### src/rtl/fetch_stage_pkg.sv
// Shared CPU definitions for the fetch stage: FSM encoding, NOP word,
// PC increment and a PC alignment helper.
package fetch_stage_pkg;

    typedef enum logic [1:0] {
        ST_INIT   = 2'd0,
        ST_RUN    = 2'd1,
        ST_HALTED = 2'd2
    } fetch_state_e;

    localparam logic [31:0] NOP_INSTR = 32'h0000_0000;
    localparam logic [31:0] PC_INCR   = 32'd4;

    // Force a byte address onto a word boundary.
    function automatic logic [31:0] align_pc(input logic [31:0] addr);
        return {addr[31:2], 2'b00};
    endfunction

endpackage

### src/rtl/fetch_stage_if.sv
// IF/ID pipeline register bus: load/flush controls and next contents from
// the fetch control side, registered contents back from the register.
interface fetch_stage_if;
    logic        load;
    logic        flush;
    logic [31:0] pc_d;
    logic [31:0] pc_plus4_d;
    logic [31:0] instr_d;
    logic [31:0] pc_q;
    logic [31:0] pc_plus4_q;
    logic [31:0] instr_q;
    logic        valid_q;

    modport master (
        output load, flush, pc_d, pc_plus4_d, instr_d,
        input  pc_q, pc_plus4_q, instr_q, valid_q
    );

    modport slave (
        input  load, flush, pc_d, pc_plus4_d, instr_d,
        output pc_q, pc_plus4_q, instr_q, valid_q
    );
endinterface

### src/rtl/fetch_stage_if_id_reg.sv
// IF/ID pipeline register. flush writes a bubble (valid cleared, bubble
// word), load captures a fetched instruction, otherwise contents hold.
// The PC fields are left untouched by a flush; they carry no meaning
// while valid is low.
module if_id_reg
    import fetch_stage_pkg::*;
#(
    parameter logic [31:0] BUBBLE_INSTR = NOP_INSTR
) (
    input  logic               clk,
    input  logic               srst,
    fetch_stage_if.slave       bus
);

    logic [31:0] pc_q, pc_d;
    logic [31:0] pc_plus4_q, pc_plus4_d;
    logic [31:0] instr_q, instr_d;
    logic        valid_q, valid_d;

    // Next register contents: flush wins over load, default is hold.
    always_comb begin
        pc_d       = pc_q;
        pc_plus4_d = pc_plus4_q;
        instr_d    = instr_q;
        valid_d    = valid_q;
        if (bus.flush) begin
            instr_d = BUBBLE_INSTR;
            valid_d = 1'b0;
        end else if (bus.load) begin
            pc_d       = bus.pc_d;
            pc_plus4_d = bus.pc_plus4_d;
            instr_d    = bus.instr_d;
            valid_d    = 1'b1;
        end
    end

    // Register update with synchronous reset to an empty bubble.
    always_ff @(posedge clk) begin
        if (srst) begin
            pc_q       <= 32'h0;
            pc_plus4_q <= 32'h0;
            instr_q    <= BUBBLE_INSTR;
            valid_q    <= 1'b0;
        end else begin
            pc_q       <= pc_d;
            pc_plus4_q <= pc_plus4_d;
            instr_q    <= instr_d;
            valid_q    <= valid_d;
        end
    end

    assign bus.pc_q       = pc_q;
    assign bus.pc_plus4_q = pc_plus4_q;
    assign bus.instr_q    = instr_q;
    assign bus.valid_q    = valid_q;

endmodule

### src/rtl/fetch_stage.sv
// Instruction fetch stage: PC register, next-PC selection, INIT/RUN/HALTED
// control FSM and fetch counter. The IF/ID register lives in if_id_reg.
// InstrAddr comes straight from the PC flop, so InstrIn never feeds it.
module fetch_stage
    import fetch_stage_pkg::*;
#(
    parameter logic [31:0] RESET_PC     = 32'h0000_0000,
    parameter logic [31:0] BUBBLE_INSTR = NOP_INSTR
) (
    input  logic        Clk,
    input  logic        Reset,
    input  logic        Stall,
    input  logic        BranchTaken,
    input  logic [31:0] BranchTarget,
    input  logic        JumpTaken,
    input  logic [31:0] JumpTarget,
    input  logic        Halt,
    output logic [31:0] InstrAddr,
    input  logic [31:0] InstrIn,
    output logic [31:0] IfIdPC,
    output logic [31:0] IfIdPCPlus4,
    output logic [31:0] IfIdInstr,
    output logic        IfIdValid,
    output logic [31:0] FetchCount
);

    localparam logic [31:0] RESET_PC_ALIGNED = align_pc(RESET_PC);

    fetch_state_e state_q, state_d;
    logic [31:0]  pc_q, pc_d;
    logic [31:0]  fetch_count_q, fetch_count_d;
    logic [31:0]  pc_plus4;

    fetch_stage_if ifid ();

    assign pc_plus4 = pc_q + PC_INCR;

    // Next state, next PC, counter and IF/ID controls.
    // Priority within RUN: Halt > Branch > Jump > Stall > advance.
    always_comb begin
        state_d         = state_q;
        pc_d            = pc_q;
        fetch_count_d   = fetch_count_q;
        ifid.load       = 1'b0;
        ifid.flush      = 1'b0;
        ifid.pc_d       = pc_q;
        ifid.pc_plus4_d = pc_plus4;
        ifid.instr_d    = InstrIn;
        case (state_q)
            ST_INIT: begin
                pc_d       = RESET_PC_ALIGNED;
                ifid.flush = 1'b1;
                state_d    = ST_RUN;
            end
            ST_RUN: begin
                if (Halt) begin
                    ifid.flush = 1'b1;
                    state_d    = ST_HALTED;
                end else if (BranchTaken) begin
                    pc_d       = align_pc(BranchTarget);
                    ifid.flush = 1'b1;
                end else if (JumpTaken) begin
                    pc_d       = align_pc(JumpTarget);
                    ifid.flush = 1'b1;
                end else if (!Stall) begin
                    pc_d          = pc_plus4;
                    ifid.load     = 1'b1;
                    fetch_count_d = fetch_count_q + 32'd1;
                end
            end
            ST_HALTED: begin
                ifid.flush = 1'b1;
            end
            default: begin
                ifid.flush = 1'b1;
                state_d    = ST_HALTED;
            end
        endcase
    end

    // State, PC and counter registers; Reset overrides everything.
    always_ff @(posedge Clk) begin
        if (Reset) begin
            state_q       <= ST_INIT;
            pc_q          <= RESET_PC_ALIGNED;
            fetch_count_q <= 32'h0;
        end else begin
            state_q       <= state_d;
            pc_q          <= pc_d;
            fetch_count_q <= fetch_count_d;
        end
    end

    if_id_reg #(
        .BUBBLE_INSTR (BUBBLE_INSTR)
    ) u_if_id_reg (
        .clk  (Clk),
        .srst (Reset),
        .bus  (ifid.slave)
    );

    assign InstrAddr   = pc_q;
    assign IfIdPC      = ifid.pc_q;
    assign IfIdPCPlus4 = ifid.pc_plus4_q;
    assign IfIdInstr   = ifid.instr_q;
    assign IfIdValid   = ifid.valid_q;
    assign FetchCount  = fetch_count_q;

endmodule

### config.mk
export PLATFORM = sky130hd
export DESIGN_NAME = fetch_stage
export DESIGN_NICKNAME = d
export VERILOG_FILES = /design/src/rtl/fetch_stage_pkg.sv /design/src/rtl/fetch_stage_if.sv /design/src/rtl/fetch_stage_if_id_reg.sv /design/src/rtl/fetch_stage.sv
export SDC_FILE = /design/constraint.sdc
export NUM_CORES = 1
export LEC_CHECK = 0
export CAP_MARGIN = 20
export CORE_MARGIN = 5
export CORE_UTILIZATION = 40
export CTS_CLUSTER_SIZE = 28
export DETAILED_ROUTE_END_ITERATION = 8
export PLACE_DENSITY = 0.82
export SYNTH_ARGS = -nofsm -noshare
export SYNTH_HDL_FRONTEND = slang
export SYNTH_SLANG_ARGS = --single-unit
### constraint.sdc
create_clock -name Clk -period 2.25 [get_ports Clk]
set_clock_uncertainty 0.05 [all_clocks]
set_input_delay 0.3375 -clock Clk [delete_from_list [all_inputs] [get_ports Clk]]
set_output_delay 0.3375 -clock Clk [all_outputs]
set_load 0.01 [all_outputs]
# Yosys cells after proc, flatten, opt, wreduce, memory -nomap -nowiden
# Cells that the tools add are included.
totals:
  reg_bits: 163
  in_bits: 102
  output_inout_bits: 161
classes:
  n_eq_ne: 5
  n_addsub: 2
  bitwise: 6
  mux: 16
  n_reduce_logical: 7
op_table:
  columns: ["op", "n"]
  rows:
  - ["2-to-1 mux 32 bit", 4]
  - ["one-hot mux 32 bit (2 select lines)", 1]
  - ["adder 32 x 1 -> 32 bit, second input constant", 1]
  - ["adder 32 x 3 -> 32 bit, second input constant", 1]
  - ["2-to-1 mux 1 bit", 9]
  - ["NOT 1 bit", 6]
  - ["one-hot mux 2 bit (3 select lines)", 1]
  - ["AND reduction 5 bit", 1]
  - ["inequality test 2 bit, second input constant", 2]
  - ["inequality test 4 bit, second input constant", 1]
  - ["AND reduction 2 bit", 2]
  - ["AND reduction 3 bit", 1]
  - ["equality test 2 x 1 -> 1 bit, second input constant", 1]
  - ["equality test 2 bit, second input constant", 1]
  - ["logical NOT 2 bit", 1]
  - ["2-to-1 mux 2 bit", 1]
  - ["nonzero test 2 bit", 1]
  - ["OR reduction 2 bit", 1]

# Logic depth before layout (Yosys ltp)
depth:
  depth_word: 6
  mapped_depth: 8
  depth_no_buf: 6

# By module
# Synthesis repeated with hierarchy kept, for this count alone.
unflattened:
  hier_cells: 905
  area_unflattened_um2: 8449.4
by_module_without_submodules:
  columns: ["module", "area_per_inst_um2", "n_inst", "cells_per_inst"]
  rows:
  - ["if_id_reg", 4423.0, 1, 400]
  - ["fetch_stage", 4026.4, 1, 505]

# Worst setup path after synthesis
# OpenSTA, ideal clock, no wires.
synth_timing:
  path_kind: "register to register"
  from: "register pc_q[2] (netlist: InstrAddr[2])"
  to: "register pc_q[20] (netlist: InstrAddr[20])"
  setup_slack_ps: -8
  path_stages_with_launch: 7
  period_less_slack_ps: 2258
  arrival_ps: 2086
  path_buffers: 0
  cell_sequence: "dfxtp_1 ha_1 nand2_1 or4_4 nor3_4 o21ai_1 a221o_1"
synth_between:
  elab_chain_len: 6
synth_lines:
  columns: ["element", "line", "rtl"]
  rows:
  - ["start, declared", "fetch_stage.sv:30", "logic [31:0] pc_q, pc_d;"]
  - ["start signal, assigned", "fetch_stage.sv:89", "pc_q <= pc_d;"]
  - ["adder 32 x 3 -> 32 bit", "fetch_stage.sv:36", "assign pc_plus4 = pc_q + PC_INCR;"]
  - ["2-to-1 mux 32 bit", "fetch_stage.sv:65", "end else if (!Stall) begin"]
  - ["2-to-1 mux 32 bit", "fetch_stage.sv:62", "end else if (JumpTaken) begin"]
  - ["2-to-1 mux 32 bit", "fetch_stage.sv:59", "end else if (BranchTaken) begin"]
  - ["2-to-1 mux 32 bit", "fetch_stage.sv:56", "if (Halt) begin"]
  - ["one-hot mux 32 bit (2 select lines)", "fetch_stage.sv:49", "case (state_q)"]
# Every way passes these cells. The select of a mux whose other input is x is not followed.
# A chain may end at the register's enable or synchronous reset.

# Worst setup path in the final report
layout_timing:
  from: "register pc_q[2] (netlist: InstrAddr[2])"
  to: "register u_if_id_reg.pc_plus4_q[19] (netlist: u_if_id_reg.bus.pc_plus4_q[19])"
layout_between:
  elab_chain_len: 1
layout_lines:
  columns: ["element", "line", "rtl"]
  rows:
  - ["adder 32 x 3 -> 32 bit", "fetch_stage.sv:36", null]
  - ["end signal, assigned", "fetch_stage_if_id_reg.sv:46", "pc_plus4_q <= pc_plus4_d;"]
  - ["end, declared", "fetch_stage_if_id_reg.sv:16", "logic [31:0] pc_plus4_q, pc_plus4_d;"]
# Every way passes these cells.

==> out/qor.yml <==
netlist_area_mm2: 0.00705
cp_cell_sequence: "buf_4, nand3_1, or2_1, o31a_1, nor3_1, buf_4, nor3_1"
cap_violations: 0
numPortBuffers: 252
root_buffer: "clkbuf_16"
post-place-ws_ns: -0.170
boundaryPins: 263
crit_required_ns: 2.49
rsz0062_at_grt: "false"
ys_ff_latch: 157
power_frac_comb: 0.098
crit_buf_inv: 2
hold_viol: 0
async_reset_ff_frac: 0
post-route-period-util: 0.958
clkPwrFrac: 0.463
grt_first_pass_wirelength_um: 38200
crit_slowest_cell: "or2_1"
crit_path_start_kind: "flip-flop"
layout.nets: 1235
clk_pin_slew_ns: 0.07
cp_slowest_stage_delay_ns: 0.42
sw_frac_of_total: 0.241
cts_tree: "done"
die_area_mm2: 0.0204
initial_utilization: 0.408
antenna_found_initial: 1
setup_slack_ns: 0.0955
cts.sinks: 157
drive_gt1_frac: 0.117
final-setup-viol-count: 0
cts_buffer_depth: 2
cp.arrival_ns: 2.39
grt_max_degree: 112
synth_area_per_cell_um2: 8.42
cp_max_fo: 8
fin_crit_ns: 2.15
vdd_drop_max_mv: 0.527
clk_latency_ns: 0.42
gp_congestion: 0.897
seq_power_share: 0.439
status: "completed"
synth_cell_types: 62
final_antenna_net_count: 0
slew_headroom: 0.606
area_growth_pct: 54.3
yosys_warnings: 0
tightest_slew_ns: 0.590
dr_total_vias: 7322
core_area_mm2: 0.0173
max_freq_mhz: 464
p_per_area_mw_per_mm2: 595
first_iter_violations: 614
yosysSeqAreaShare: 0.446
holdPathStages: 2
cts_hold_buf: 0
grt_pass1_vias: 7229
die_x_um: 143
p_int_mw: 4.92
holdWs_ns: 0.400
htree_levels: 4
drv_slew: 0
worstSetupPathDepth: 7
drc: 0
switchingPower_mw: 1.56
via_per_inst: 5.34
cp_top_family: "simple AND/OR/NAND/NOR gates"
cp-end-kind: "flip-flop"
synth_cells: 838
die_h_um: 143
hpwl_um: 18200
hp-class: "reg2reg"
grt_remaining_overflow: 0
cts_made_buffers: 17
rows: 48
wire_per_inst_um: 17.8
fillers: 1462
dr.pass1.iters: 6
p_leak_nw: 3.97
path_class: "reg2reg"
ff2ff_path_depth: 7
wirelength_um: 24400
grt_usage: 0.236
synth_edf_count: 0
ys.flop_type: "dfxtp_1"
[Yosys cell counts, drive strengths merged (13+ instances only)]
master  instances  area [um2]
nand3          23         115
xor2           28         245
dfxtp         157        3140
clkbuf         40         150
a21oi          52         260
buf            26         133
nand2         109         409
nor3           20         116
a211oi         23         178
a22oi          20         150
mux2i          34         340
xnor2          20         175
nor2          111         419
nand4          24         171
o21ai          28         140
inv            13        48.8
[layout make-up]
type | count | area (um2) | share of cell area
inverter | 13 | 48.8 | 0.00448
tap | 225 | 282 | 0.0259
clock buffer | 17 | 425 | 0.0391
multi-input combinational | 607 | 3610 | 0.332
sequential | 157 | 3140 | 0.289
timing repair buffer | 335 | 3190 | 0.293
clock inverter | 15 | 186 | 0.0171
antenna | 1 | 2.50 | 0.000230
[registers in the layout (all words and copies together), names as in the netlist]
signal	count
u_if_id_reg.bus.instr_q	32
u_if_id_reg.bus.pc_plus4_q	30
state_q	2
u_if_id_reg.bus.pc_q	30
u_if_id_reg.bus.valid_q	1
FetchCount	32
InstrAddr	30
[metrics by stage]
step	TNS [ns]	cell area, um2	instances	util	power [mW]
floorplan	0	7080	843	-	3.16
global placement	-0.286	10200	1334	0.592	3.52
detailed placement	-0.911	10200	1334	0.592	3.53
CTS	0	10900	1366	0.628	6.53
global route	0	10900	1370	0.629	6.71
finish	0	10900	1370	0.629	6.48
[kinds of logic after synthesis]
kind of cell | Yosys count | synth area share
adder cells (fa/ha/maj) | 2 | 0.00355
AO/OA/AOI/OAI | 168 | 0.155
flip-flops | 157 | 0.446
buffers and inverters | 79 | 0.0470
XOR/XNOR | 48 | 0.0596
AND/OR/NAND/NOR | 348 | 0.239
multiplexers | 35 | 0.0498
other | 1 | 0.000532
[power groups by stage]
stage | combinational, mW | sequential, mW | clock, mW
floorplan | 0.245 | 2.92 | 0
global placement | 0.619 | 2.90 | 0
detailed placement | 0.626 | 2.90 | 0
CTS | 0.630 | 2.84 | 3.05
global route | 0.678 | 2.84 | 3.18
finish | 0.634 | 2.84 | 3.00
[metal layers]
| metal | global-route usage | share of wire | up-vias |
|---|---|---|---|
| met5 | 0 | 0 | - |
| met4 | 0.0865 | 0.031 | 0 |
| met3 | 0.0877 | 0.10 | 66 |
| met2 | 0.387 | 0.47 | 362 |
| met1 | 0.283 | 0.40 | 3374 |
| li1 | - | - | 3520 |
[tightest hold or removal path: cells and delay by family, from the launching register on]
family                 cells  cell delay, ns
DFF                        1            0.31
buffers and inverters      1            0.05
AOI/OAI and AO/OA          1            0.05
[cells in the final DEF (no fill, tap or decap), drive strengths merged, types with 7 or more instances in the layout]
| cell | n |
|---|---|
| dfxtp | 157 |
| a21oi | 52 |
| buf | 85 |
| nor3 | 20 |
| and3 | 8 |
| a22oi | 20 |
| or3 | 10 |
| xor2 | 28 |
| xnor2 | 20 |
| a211oi | 23 |
| clkdlybuf4s50 | 250 |
| nor4 | 10 |
| mux2i | 34 |
| inv | 18 |
| and4 | 7 |
| o21ai | 28 |
| nand3 | 23 |
| nor2 | 111 |
| clkbuf | 17 |
| nand4 | 24 |
| nand2 | 109 |
[what timing repair did]
action                     4_1_cts  5_1_grt
resized for setup                0        1
setup endpoints to repair        0        3
buffers inserted                 0        3
[worst paths after layout]
check | end | from | slack [ns]
worst max-delay path | u_if_id_reg.bus.pc_plus4_q[19] | InstrAddr[2] | 0.1
worst min-delay path | u_if_id_reg.bus.valid_q | u_if_id_reg.bus.valid_q | 0.40
worst max register to register | u_if_id_reg.bus.pc_plus4_q[19] | InstrAddr[2] | 0.1
worst min register to register | u_if_id_reg.bus.valid_q | u_if_id_reg.bus.valid_q | 0.40
No activity file was read; power rests on OpenSTA's default activity.
